===== config.mk =====
export PLATFORM = sky130hd
export DESIGN_NAME = inst_encoder_loader
export DESIGN_NICKNAME = d
export VERILOG_FILES = /design/src/rtl/inst_encoder_loader.sv
export SDC_FILE = /design/constraint.sdc
export NUM_CORES = 1
export LEC_CHECK = 0
export ABC_AREA = 0
export BUFFER_PORTS_ARGS = -buffer_cell sky130_fd_sc_hd__buf_2
export CAP_MARGIN = 20
export CORE_MARGIN = 2
export CORE_UTILIZATION = 35
export CTS_CLUSTER_DIAMETER = 30
export DETAILED_ROUTE_END_ITERATION = 16
export SLEW_MARGIN = 20
export SYNTH_ARGS = -nofsm -noshare
export SYNTH_HDL_FRONTEND = slang
export SYNTH_SLANG_ARGS = --single-unit

===== constraint.sdc =====
create_clock -name i_clk -period 8.1 [get_ports i_clk]
set_clock_uncertainty 0.2 [all_clocks]
set_input_delay 0.81 -clock i_clk [delete_from_list [all_inputs] [get_ports i_clk]]
set_output_delay 0.81 -clock i_clk [all_outputs]
set_load 0.005 [all_outputs]

===== src/rtl/inst_encoder_loader.sv =====
// rtl/inst_encoder_loader.sv - RV32I field encoder feeding a word FIFO that loads instruction memory
module inst_encoder_loader #(
   parameter int                ADDR_W     = 11,
   parameter int                FIFO_DEPTH = 4,
   parameter logic [ADDR_W-1:0] BASE_ADDR  = '0
) (
   input  logic              i_clk,
   input  logic              i_rst_n,
   input  logic              i_req_vld,
   output logic              o_req_rdy,
   input  logic [2:0]        i_fmt,
   input  logic [6:0]        i_opcode,
   input  logic [4:0]        i_rd,
   input  logic [4:0]        i_rs1,
   input  logic [4:0]        i_rs2,
   input  logic [2:0]        i_funct3,
   input  logic [6:0]        i_funct7,
   input  logic [31:0]       i_imm,
   input  logic              i_flush,
   output logic              o_mem_wren,
   output logic [ADDR_W-1:0] o_mem_addr,
   output logic [31:0]       o_mem_wdata,
   input  logic              i_mem_ack,
   output logic [ADDR_W:0]   o_count,
   output logic              o_err
);

   localparam int IDX_W = $clog2(FIFO_DEPTH);
   localparam logic [2:0] FMT_R = 3'd0;
   localparam logic [2:0] FMT_I = 3'd1;
   localparam logic [2:0] FMT_S = 3'd2;
   localparam logic [2:0] FMT_B = 3'd3;
   localparam logic [2:0] FMT_U = 3'd4;
   localparam logic [2:0] FMT_J = 3'd5;
   localparam logic [ADDR_W:0] CNT_MAX = {1'b1, {ADDR_W{1'b0}}};

   logic [31:0]  fifo_mem [FIFO_DEPTH];
   logic [IDX_W:0] wr_ptr;
   logic [IDX_W:0] rd_ptr;
   logic         fifo_empty;
   logic         fifo_full;
   logic [31:0]  enc_word;
   logic         req_valid;
   logic         accept;
   logic         push;
   logic         pop;

   // Pointers carry one wrap bit so full and empty are distinguishable.
   assign fifo_empty  = (wr_ptr == rd_ptr);
   assign fifo_full   = (wr_ptr[IDX_W] != rd_ptr[IDX_W]) &&
                        (wr_ptr[IDX_W-1:0] == rd_ptr[IDX_W-1:0]);
   assign o_req_rdy   = !fifo_full;
   assign o_mem_wren  = !fifo_empty;
   assign o_mem_wdata = fifo_empty ? 32'd0 : fifo_mem[rd_ptr[IDX_W-1:0]];

   // Flush overrides both sides; an invalid request is consumed but never pushed.
   assign accept = i_req_vld && o_req_rdy && !i_flush;
   assign push   = accept && req_valid;
   assign pop    = i_mem_ack && !fifo_empty && !i_flush;

   // Pack the fields by format; odd branch/jump offsets and unknown formats are invalid.
   always_comb begin
      enc_word  = 32'd0;
      req_valid = 1'b1;
      case (i_fmt)
         FMT_R: enc_word = {i_funct7, i_rs2, i_rs1, i_funct3, i_rd, i_opcode};
         FMT_I: enc_word = {i_imm[11:0], i_rs1, i_funct3, i_rd, i_opcode};
         FMT_S: enc_word = {i_imm[11:5], i_rs2, i_rs1, i_funct3, i_imm[4:0], i_opcode};
         FMT_B: begin
            enc_word  = {i_imm[12], i_imm[10:5], i_rs2, i_rs1, i_funct3,
                         i_imm[4:1], i_imm[11], i_opcode};
            req_valid = !i_imm[0];
         end
         FMT_U: enc_word = {i_imm[31:12], i_rd, i_opcode};
         FMT_J: begin
            enc_word  = {i_imm[20], i_imm[10:1], i_imm[11], i_imm[19:12], i_rd, i_opcode};
            req_valid = !i_imm[0];
         end
         default: req_valid = 1'b0;
      endcase
   end

   // Buffer storage needs no reset; the read mux masks stale entries while empty.
   always_ff @(posedge i_clk) begin
      if (push) begin
         fifo_mem[wr_ptr[IDX_W-1:0]] <= enc_word;
      end
   end

   // FIFO pointers: push and pop proceed independently, flush empties.
   always_ff @(posedge i_clk or negedge i_rst_n) begin
      if (!i_rst_n) begin
         wr_ptr <= '0;
         rd_ptr <= '0;
      end else if (i_flush) begin
         wr_ptr <= '0;
         rd_ptr <= '0;
      end else begin
         if (push) wr_ptr <= wr_ptr + (IDX_W+1)'(1);
         if (pop)  rd_ptr <= rd_ptr + (IDX_W+1)'(1);
      end
   end

   // Write address wraps, write count saturates, both advance only on a real ack.
   always_ff @(posedge i_clk or negedge i_rst_n) begin
      if (!i_rst_n) begin
         o_mem_addr <= BASE_ADDR;
         o_count    <= '0;
      end else if (i_flush) begin
         o_mem_addr <= BASE_ADDR;
         o_count    <= '0;
      end else if (pop) begin
         o_mem_addr <= o_mem_addr + ADDR_W'(1);
         if (o_count != CNT_MAX) o_count <= o_count + (ADDR_W+1)'(1);
      end
   end

   // Sticky error for a dropped request, cleared only by flush or reset.
   always_ff @(posedge i_clk or negedge i_rst_n) begin
      if (!i_rst_n) begin
         o_err <= 1'b0;
      end else if (i_flush) begin
         o_err <= 1'b0;
      end else if (accept && !req_valid) begin
         o_err <= 1'b1;
      end
   end

endmodule


==> reports/qor.csv, run 1 <==
stage,metric,value,unit
run_status,status,"complete, no violations",
finish,final non-filler cell total,899,
critical_path,path type of the worst setup path,reg -> out,
clock_network,CTS tree,yes,
finish,final layout net count,697,
global_route,gr ovfl total,0,
floorplanning,core region area,0.0201,mm^2
clock_network,Num CTS Buffers,17,
synthesis,Synth warnings,0,
sta,minimum clock period,4.65,ns
clock_network,H-tree depth,4,
critical_path,critical-path maximum fanout,36,
clock_network,clock tree sinks,158,
detailed_routing,total wirelength of the detailed-routed design,15.4,mm
placement,worst slack after detailed placement,3.83,ns
detailed_routing,length of routed met2 wiring,7.83,mm
clock_network,Resize count post-CTS,0,
synthesis,number of distinct library cell variants in the gate-level netlist after synthesis,41,
sta,number of max-slew violations in the final report,0,
run,number of max-cap violations,0,
critical_path,CP Cell Sequence,xor2_1 -> nor3_2 -> inv_1 -> and2_1 -> buf_2,
synthesis,synthesis-stage register bit count,158,
sta,worst relative slew slack,37.4,%
clock_network,clock tree root buffer cell,sky130_fd_sc_hd__clkbuf_16,
placement,global placer's final weighted congestion,0.833,
critical_path,cell family with the largest share of critical-path delay,simple AND/OR/NAND/NOR gates,
clock_network,Clock Latency Late Sink,0.42,ns
finish,area of all placed cells without fillers,0.00860,mm^2
detailed_routing,M1 wire length,6.51,mm
synthesis,Post-synth top flop,sky130_fd_sc_hd__edfxtp_1,
power,LEAKAGE,0.00324,uW
finish,layout cells sized above 1,32.9,%
critical_path,WP buf/inv,2,
sta,Achievable Freq,215,MHz
global_route,number of global-route vias before repair,4477,
clock_network,maximum count of clock buffers along a single path,2,
worst_hold_path,Worst Hold Class,in -> async,
power,Cell Pwr Density,228,mW/mm^2
global_route,global-route wire length before repair,24.0,mm
synthesis,summed instance area of the synthesized netlist,0.00713,mm^2
synthesis,"FFs w/ async S/R, synth",19.0,%
power,Max IR drop VDD,0.118,mV
finish,Filler cells,1844,
finish,most frequent cells in the layout,"sky130_fd_sc_hd__buf_2, sky130_fd_sc_hd__edfxtp_1, sky130_fd_sc_hd__and2_1",
placement,count of port buffers added during placement,129,
global_route,total global routing track utilization,14.6,%
clock_network,register clock-pin slew on the reported worst setup and hold paths,0.06,ns
floorplanning,number of top-level pins,130,
global_route,initial antenna violation count,0,
sta,number of endpoints failing setup at the final stage,0,
floorplanning,die extent in x,147,um
finish,Area Growth Syn to Fin,20.7,%
detailed_routing,wire length per cell after detailed routing,17.1,um
critical_path,Worst Path Required,7.09,ns
floorplanning,effective utilization at floorplan,35.4,%
synthesis,number of synthesized flops with an enable pin,128,
clock_network,setup bufs post-CTS,0,
critical_path,Critical Path Sink Type,output pin,
detailed_routing,met3 layer wire length in the routed design,908,um
clock_network,Post-CTS Hold Buffers,0,
global_route,pin count of the biggest net entering global routing,37,
detailed_routing,vias,4584,
detailed_routing,top sig layer,met4,
synthesis,synthesized instance count,491,
finish,area occupied by multi-input gates,0.00238,mm^2
sta,total negative slack for setup checks,0,ns
detailed_routing,DR DRC count,0,
detailed_routing,Via density,5.10,
detailed_routing,total iterations of the first detailed-routing run,4,
detailed_routing,detailed router's first-iteration violation count,200,
critical_path,startpoint types,register,
critical_path,critical path arrival,3.64,ns
critical_path,"Slowest-stage cell, CP",sky130_fd_sc_hd__dfrtp_2,
sta,setup repair after global routing missed its margin,false,
floorplanning,overall die area,0.0215,mm^2
floorplanning,site row count,52,
finish,most common library cell in the layout ignoring fill and taps,sky130_fd_sc_hd__buf_2,
critical_path,crit-path max cell delay,0.96,ns
detailed_routing,Final ANT Viol Nets,0,
sta,post-route fraction of the period consumed by the critical path,57.4,%
finish,flip-flop and latch area,0.00460,mm^2
placement,Cells after DPL,868,
placement,cell area reported after detailed placement,0.00804,mm^2
floorplanning,Vert. Die Dim,147,um
placement,HPWL after DPL,10.3,mm
synthesis,average cell area after synthesis,14.5,um^2
synthesis,sequential-to-total area share from yosys stat,64.5,%
sta,final hold violation count,0,
synthesis,post-synth net total,571,
sta,transition time at the pin with the least slew margin,0.939,ns
sta,Final WS setup,3.45,ns
finish,Antenna Diode Count,0,
-- per-stage QoR --
stage	utilization [%]	hold slack [ns]	total power, uW
floorplan	-	0.308	1120
global placement	40.0	0.323	1230
detailed placement	40.0	0.330	1240
CTS	42.7	0.245	1980
global route	42.8	0.275	2050
finish	42.8	0.223	1960
-- synth_stat cells (2+ instances only) --
library cell,number,share of area [%]
sky130_fd_sc_hd__a22o_1,4,0.49
sky130_fd_sc_hd__edfxtp_1,128,54
sky130_fd_sc_hd__nand4_1,7,0.61
sky130_fd_sc_hd__a22oi_1,4,0.42
sky130_fd_sc_hd__and2_1,42,3.7
sky130_fd_sc_hd__and4_1,4,0.49
sky130_fd_sc_hd__ha_1,8,1.4
sky130_fd_sc_hd__nand3_1,11,0.77
sky130_fd_sc_hd__xor2_1,4,0.49
sky130_fd_sc_hd__xnor2_1,5,0.61
sky130_fd_sc_hd__a31oi_1,2,0.18
sky130_fd_sc_hd__nor2b_1,2,0.18
sky130_fd_sc_hd__nand2_1,32,1.7
sky130_fd_sc_hd__nor2_1,17,0.90
sky130_fd_sc_hd__mux2i_1,12,1.7
sky130_fd_sc_hd__nor4b_1,2,0.25
sky130_fd_sc_hd__dfrtp_1,30,11
sky130_fd_sc_hd__buf_2,5,0.35
sky130_fd_sc_hd__or4_1,10,1.1
sky130_fd_sc_hd__o311ai_0,2,0.25
sky130_fd_sc_hd__or3_1,9,0.79
sky130_fd_sc_hd__a21oi_1,28,2.0
sky130_fd_sc_hd__mux2_2,2,0.32
sky130_fd_sc_hd__clkbuf_1,16,0.84
sky130_fd_sc_hd__mux4_2,33,10
sky130_fd_sc_hd__o21ai_0,31,2.2
sky130_fd_sc_hd__o31ai_1,9,0.95
sky130_fd_sc_hd__inv_1,19,1.0
-- state kept, by name (all words and copies together), names as in the netlist --
name and cells:
o_count 12, o_mem_addr 11, wr_ptr 3, rd_ptr 3, o_err 1, fifo_mem 128
-- routing by layer --
layer	track usage [%]	up-vias
li1	-	2135
met5	0	-
met3	3.63	10
met4	4.90	0
met1	18.6	2279
met2	24.6	160
-- path summary, 6_finish.rpt --
path,from,endpoint,slack [ns],cells past startpoint
worst min-delay path,i_rst_n,o_count[1],0.22,1
worst min register to register,o_err,o_err,0.33,2
worst max register to register,rd_ptr[1],fifo_mem[2][22],4.69,4
min in group i_clk,o_err,o_err,0.33,2
max in group asynchronous,i_rst_n,rd_ptr[1],6.99,1
worst max-delay path,rd_ptr[1],o_mem_wdata[23],3.45,5
-- worst register-to-register path: stages (launching register included) --
cell                      delay (ns)
sky130_fd_sc_hd__dfrtp_2        0.96
sky130_fd_sc_hd__xor2_1         0.45
sky130_fd_sc_hd__o31ai_1        0.26
sky130_fd_sc_hd__nor3_1         0.35
sky130_fd_sc_hd__and2_2         0.80
-- kinds of logic after synthesis --
| kind of cell | count (synthesis) | synth area share [%] |
|---|---|---|
| flops | 158 | 64.5 |
| fa+ha+maj | 8 | 1.40 |
| simple gates | 141 | 11.0 |
| xor+xnor | 10 | 1.33 |
| compound gates | 83 | 6.79 |
| mux | 47 | 12.4 |
| buf+inv | 44 | 2.56 |
-- power breakdown --
| group | switching (uW) | leakage [uW] | internal (uW) | total [uW] |
|---|---|---|---|---|
| clock network | 317 | 0.000276 | 428 | 745 |
| logic | 158 | 0.00138 | 136 | 294 |
| registers | 15.7 | 0.00158 | 903 | 919 |
-- area by class of cell --
cell class / instances / share of cell area [%]
clock inverter: 13 / 1.48
tap: 270 / 3.93
timing repair buffer: 131 / 7.68
inverter: 20 / 0.873
multi-input combinational: 289 / 27.6
sequential: 158 / 53.4
clock buffer: 18 / 4.99
(Power assumes the default switching activity.)
==> run 2: changes to the inputs <==
Clock period 8.1 ns to 3.8 ns, I/O delays scaled along.
==> reports/qor.csv, run 2 (synthesized netlist as in run 1, its figures left out) <==
stage,metric,value,unit,change
clock_network,clock tree root buffer cell,sky130_fd_sc_hd__clkbuf_16,,unchanged
worst_hold_path,Worst Hold Class,in -> reg,,was in -> async
sta,total negative slack for setup checks,0,ns,unchanged
run_status,status,"complete, no violations",,unchanged
critical_path,internal reg-to-reg setup slack,1.13,ns,was 4.69 ns
clock_network,maximum count of clock buffers along a single path,2,,unchanged
power,LEAKAGE,0.00330,uW,was 0.00324 uW
critical_path,Worst Path Required,3.22,ns,was 7.09 ns
sta,minimum clock period,3.54,ns,
run,number of max-cap violations,0,,unchanged
critical_path,length in cells of the worst reg-to-reg path,5,,was 4
finish,Filler cells,1819,,was 1844
global_route,gr ovfl total,0,,unchanged
floorplanning,Vert. Die Dim,147,um,unchanged
global_route,total global routing track utilization,15.4,%,was 14.6%
critical_path,critical-path maximum fanout,17,,was 36
sta,worst relative slew slack,41.3,%,was 37.4%
detailed_routing,Via density,5.08,,was 5.10
finish,final layout net count,706,,was 697
placement,HPWL after DPL,10.8,mm,was 10.3 mm
floorplanning,core region area,0.0201,mm^2,unchanged
critical_path,startpoint of the worst setup timing path,wr_ptr[1],,was rd_ptr[1]
detailed_routing,wire length per cell after detailed routing,17.6,um,was 17.1 um
sta,setup repair after global routing missed its margin,false,,unchanged
floorplanning,overall die area,0.0215,mm^2,unchanged
global_route,pin count of the biggest net entering global routing,36,,was 37
clock_network,Clock Latency Late Sink,0.42,ns,about the same
placement,global placer's final weighted congestion,0.814,,was 0.833
sta,Final WS setup,0.263,ns,was 3.45 ns
finish,most frequent cells in the layout,"sky130_fd_sc_hd__buf_2, sky130_fd_sc_hd__edfxtp_1, sky130_fd_sc_hd__and2_1",,unchanged
worst_hold_path,launch instance of the worst min-delay path,i_req_vld,,
floorplanning,effective utilization at floorplan,35.4,%,unchanged
critical_path,startpoint types,register,,unchanged
critical_path,Critical Path Sink Type,output pin,,unchanged
placement,worst slack after detailed placement,0.668,ns,was 3.83 ns
floorplanning,site row count,52,,unchanged
finish,area occupied by multi-input gates,0.00238,mm^2,unchanged
detailed_routing,detailed router's first-iteration violation count,365,,was 200
floorplanning,number of top-level pins,130,,unchanged
global_route,number of global-route vias before repair,4742,,was 4477
detailed_routing,vias,4604,,was 4584
sta,transition time at the pin with the least slew margin,0.876,ns,was 0.939 ns
sta,Achievable Freq,283,MHz,
detailed_routing,total wirelength of the detailed-routed design,16.0,mm,was 15.4 mm
power,Max IR drop VDD,0.253,mV,was 0.118 mV
global_route,initial antenna violation count,0,,unchanged
sta,final hold violation count,0,,unchanged
clock_network,clock tree sinks,158,,unchanged
critical_path,path type of the worst setup path,reg -> out,,unchanged
worst_hold_path,terminating pin of the worst hold path,o_err,,
critical_path,critical path arrival,2.96,ns,was 3.64 ns
clock_network,register clock-pin slew on the reported worst setup and hold paths,0.06,ns,about the same
clock_network,Resize count post-CTS,0,,unchanged
finish,Antenna Diode Count,0,,unchanged
sta,post-route fraction of the period consumed by the critical path,93.1,%,
finish,flip-flop and latch area,0.00460,mm^2,unchanged
global_route,global-route wire length before repair,25.2,mm,was 24.0 mm
power,Cell Pwr Density,492,mW/mm^2,was 228 mW/mm^2
clock_network,CTS tree,yes,,unchanged
finish,Area Growth Syn to Fin,22.7,%,was 20.7%
detailed_routing,DR DRC count,0,,unchanged
finish,most common library cell in the layout ignoring fill and taps,sky130_fd_sc_hd__buf_2,,unchanged
sta,number of max-slew violations in the final report,0,,unchanged
placement,count of port buffers added during placement,129,,unchanged
clock_network,H-tree depth,4,,unchanged
detailed_routing,Final ANT Viol Nets,0,,unchanged
critical_path,Crit Reg-Reg Startpoint,wr_ptr[1],,was rd_ptr[1]
critical_path,worst r2r dst,fifo_mem[0][0],,was fifo_mem[2][22]
floorplanning,die extent in x,147,um,unchanged
clock_network,Num CTS Buffers,17,,unchanged
finish,layout cells sized above 1,33.8,%,was 32.9%
detailed_routing,total iterations of the first detailed-routing run,4,,unchanged
finish,number of flip-flops under the largest register name,128,,unchanged
worst_hold_path,number of cells on the worst hold path,3,,
sta,number of endpoints failing setup at the final stage,0,,unchanged
[run 2: cell count changes in the layout (fill, tap and decap cells not counted), sizes merged]
cell	delta
clkinvlp	+3
inv	-4
bufinv	+2
clkbuf	-1
buf	+8
dlygate4sd3	+1
clkinv	-1
[run 2: critical path: stages (launching register included)]
cell,delay (ns)
sky130_fd_sc_hd__dfrtp_1,0.45
sky130_fd_sc_hd__xor2_1,0.25
sky130_fd_sc_hd__nor3_2,0.74
sky130_fd_sc_hd__inv_1,0.48
sky130_fd_sc_hd__buf_4,0.33
sky130_fd_sc_hd__and2_1,0.15
sky130_fd_sc_hd__buf_2,0.12
[run 2: cell type report]
class	instances	share of cell area, %
clock buffers	17	4.86
clock inverters	13	1.89
multi-input cells	289	27.2
inverters	20	0.858
flip-flops and latches	158	52.6
well taps	270	3.86
repair buffers	140	8.79
[run 2: routing by layer]
metal | share of wire (%) | global-route usage (%)
met1 | 43 | 20.2
met2 | 50 | 25.3
met3 | 5.3 | 3.79
met4 | 1.5 | 5.10
met5 | 0 | 0
[run 2: power breakdown]
group	switching [uW]	internal, uW
Clock	663	1030
Sequential	23.0	1930
Combinational	354	305
Total	1040	3260
[run 2: worst max-delay path by stage]
| stage | end | cells past startpoint | slack [ns] |
|---|---|---|---|
| global route | o_mem_wdata[25] | 6 | 0.01 |
| finish | o_mem_wdata[13] | 6 | 0.26 |
| detailed placement | o_mem_wdata[13] | 6 | 0.67 |
| floorplan | fifo_mem[3][0] | 4 | 0.28 |
| global placement | o_mem_wdata[13] | 6 | 0.75 |
| CTS | o_mem_wdata[13] | 6 | 0.21 |
[run 2: repair_timing]
item	in CTS	in global routing
hold buffers	1	0
hold endpoints to repair	30	0
setup buffers	0	0
[run 2: through the flow]
step	area, um^2	hold slack [ns]	power [uW]	instances	utilization [%]
5_1_grt	8740	0.0579	4500	907	43.5
6_report	8740	0.0400	4300	907	43.5
3_3_place_gp	8140	0.261	2650	876	40.5
2_1_floorplan	7130	-0.116	2390	491	-
3_5_place_dp	8140	0.268	2660	876	40.5
4_1_cts	8740	0.0204	4350	907	43.5
==> run 3: changes to the inputs <==
Settings changed: CELL_PAD_IN_SITES_DETAIL_PLACEMENT set to 1, CELL_PAD_IN_SITES_GLOBAL_PLACEMENT set to 2, CORE_MARGIN 2 to unset, PLACE_DENSITY_LB_ADDON set to 0.1.
==> reports/qor.csv, run 3 (synthesized netlist as in run 1, its figures left out) <==
stage,metric,value,unit,change
floorplanning,core region area,0.0197,mm^2,was 0.0201 mm^2
floorplanning,overall die area,0.0209,mm^2,was 0.0215 mm^2
floorplanning,number of top-level pins,130,,unchanged
power,Max IR drop VDD,0.242,mV,was 0.253 mV
power,LEAKAGE,0.00331,uW,was 0.00330 uW
detailed_routing,wire length per cell after detailed routing,19.5,um,was 17.6 um
worst_hold_path,Worst Hold Class,in -> reg,,unchanged
floorplanning,Vert. Die Dim,145,um,was 147 um
clock_network,setup bufs post-CTS,0,,unchanged
detailed_routing,total iterations of the first detailed-routing run,5,,was 4
clock_network,CTS tree,yes,,unchanged
global_route,number of global-route vias before repair,4906,,was 4742
critical_path,startpoint types,register,,unchanged
finish,final layout net count,702,,was 706
placement,count of port buffers added during placement,129,,unchanged
run_status,status,"complete, no violations",,unchanged
power,Cell Pwr Density,518,mW/mm^2,was 492 mW/mm^2
global_route,gr ovfl total,0,,unchanged
detailed_routing,Via density,5.18,,was 5.08
clock_network,Num CTS Buffers,17,,unchanged
global_route,total global routing track utilization,18.0,%,was 15.4%
sta,setup repair after global routing missed its margin,false,,unchanged
sta,transition time at the pin with the least slew margin,0.998,ns,was 0.876 ns
run,number of max-cap violations,0,,unchanged
global_route,initial antenna violation count,0,,unchanged
sta,post-route fraction of the period consumed by the critical path,84.8,%,was 93.1%
clock_network,clock tree sinks,158,,unchanged
sta,Achievable Freq,310,MHz,was 283 MHz
sta,number of max-slew violations in the final report,0,,unchanged
sta,final hold violation count,0,,unchanged
clock_network,maximum count of clock buffers along a single path,2,,unchanged
clock_network,clock tree root buffer cell,sky130_fd_sc_hd__clkbuf_16,,unchanged
sta,worst relative slew slack,33.1,%,was 41.3%
floorplanning,die extent in x,145,um,was 147 um
critical_path,path type of the worst setup path,reg -> out,,unchanged
placement,HPWL after DPL,11.8,mm,was 10.8 mm
detailed_routing,vias,4655,,was 4604
finish,Antenna Diode Count,0,,unchanged
floorplanning,effective utilization at floorplan,36.1,%,was 35.4%
detailed_routing,Final ANT Viol Nets,0,,unchanged
finish,layout cells sized above 1,33.2,%,was 33.8%
critical_path,Worst Path Required,3.22,ns,about the same
placement,global placer's final weighted congestion,0.763,,was 0.814
clock_network,Post-CTS Hold Buffers,1,,unchanged
finish,most common library cell in the layout ignoring fill and taps,sky130_fd_sc_hd__buf_2,,unchanged
finish,number of flip-flops under the largest register name,128,,unchanged
clock_network,Resize count post-CTS,0,,unchanged
detailed_routing,total wirelength of the detailed-routed design,17.5,mm,was 16.0 mm
sta,number of endpoints failing setup at the final stage,0,,unchanged
detailed_routing,DR DRC count,0,,unchanged
global_route,pin count of the biggest net entering global routing,36,,unchanged
floorplanning,site row count,51,,was 52
power,Final Power,4520,uW,was 4300 uW
clock_network,Clock Latency Late Sink,0.42,ns,about the same
finish,core utilization of the finished layout,44.3,%,was 43.5%
finish,most frequent cells in the layout,"sky130_fd_sc_hd__buf_2, sky130_fd_sc_hd__edfxtp_1, sky130_fd_sc_hd__and2_1",,unchanged
clock_network,register clock-pin slew on the reported worst setup and hold paths,0.06,ns,about the same
finish,Area Growth Syn to Fin,22.5,%,was 22.7%
critical_path,critical path arrival,2.64,ns,was 2.96 ns
sta,minimum clock period,3.22,ns,was 3.54 ns
clock_network,H-tree depth,4,,unchanged
critical_path,Critical Path Sink Type,output pin,,unchanged
sta,total negative slack for setup checks,0,ns,unchanged
detailed_routing,detailed router's first-iteration violation count,126,,was 365
critical_path,critical-path maximum fanout,33,,was 17
global_route,global-route wire length before repair,27.3,mm,was 25.2 mm
## run 3: cell count changes in the layout (fill, tap and decap cells not counted), sizes merged
cell      delta
clkinvlp     -3
clkinv       -3
bufinv       +3
buf          -4
clkbuf       +1
inv          +2
## run 3: final cells by class
class	instances	area (um^2)
Clock buffer	18	429
Tap cell	265	332
Sequential cell	158	4600
Fill cell	2026	11000
Timing Repair Buffer	136	701
Inverter	20	75.1
Clock inverter	12	231
Multi-Input combinational cell	289	2370
## run 3: worst paths after layout
kind                       startpoint         endpoint  slack (ns)  cells past startpoint
min reg2reg                     o_err            o_err        0.31                      2
max reg2reg                 wr_ptr[1]   fifo_mem[1][7]        0.82                      4
max                         wr_ptr[1]  o_mem_wdata[16]        0.58                      6
max in group asynchronous     i_rst_n        rd_ptr[0]        2.52                      2
min                         i_req_vld            o_err        0.07                      3
min in group asynchronous     i_rst_n    o_mem_addr[6]        0.36                      2
## run 3: through the flow
stage | std cells | setup slack [ns] | cell area [um^2] | hold slack (ns)
5_1_grt | 898 | 0.346 | 8730 | 0.0621
4_1_cts | 898 | 0.473 | 8730 | 0.0533
2_1_floorplan | 491 | 0.280 | 7130 | -0.116
3_3_place_gp | 867 | 0.795 | 8060 | 0.294
3_5_place_dp | 867 | 0.634 | 8060 | 0.281
6_report | 898 | 0.576 | 8730 | 0.0716
## run 3: power breakdown
| part | switching (uW) | internal, uW | leakage [uW] |
|---|---|---|---|
| logic | 362 | 297 | 0.00140 |
| registers | 24.1 | 1930 | 0.00158 |
| clock network | 679 | 1240 | 0.000318 |
| total | 1070 | 3460 | 0.00331 |
## run 3: worst max-delay path: stages (launching register included)
cell                      delay [ns]
sky130_fd_sc_hd__dfrtp_1        0.45
sky130_fd_sc_hd__xor2_1         0.25
sky130_fd_sc_hd__nor3_2         0.82
sky130_fd_sc_hd__inv_1          0.09
sky130_fd_sc_hd__buf_4          0.28
sky130_fd_sc_hd__and2_1         0.20
sky130_fd_sc_hd__buf_2          0.13
## run 3: routing by layer
metal	global-route usage (%)	part of all wire [%]	up-vias
li1	-	-	2148
met1	24.2	47	2372
met2	29.0	48	121
met3	3.62	3.9	14
met4	6.15	0.95	0
met5	0	0	-
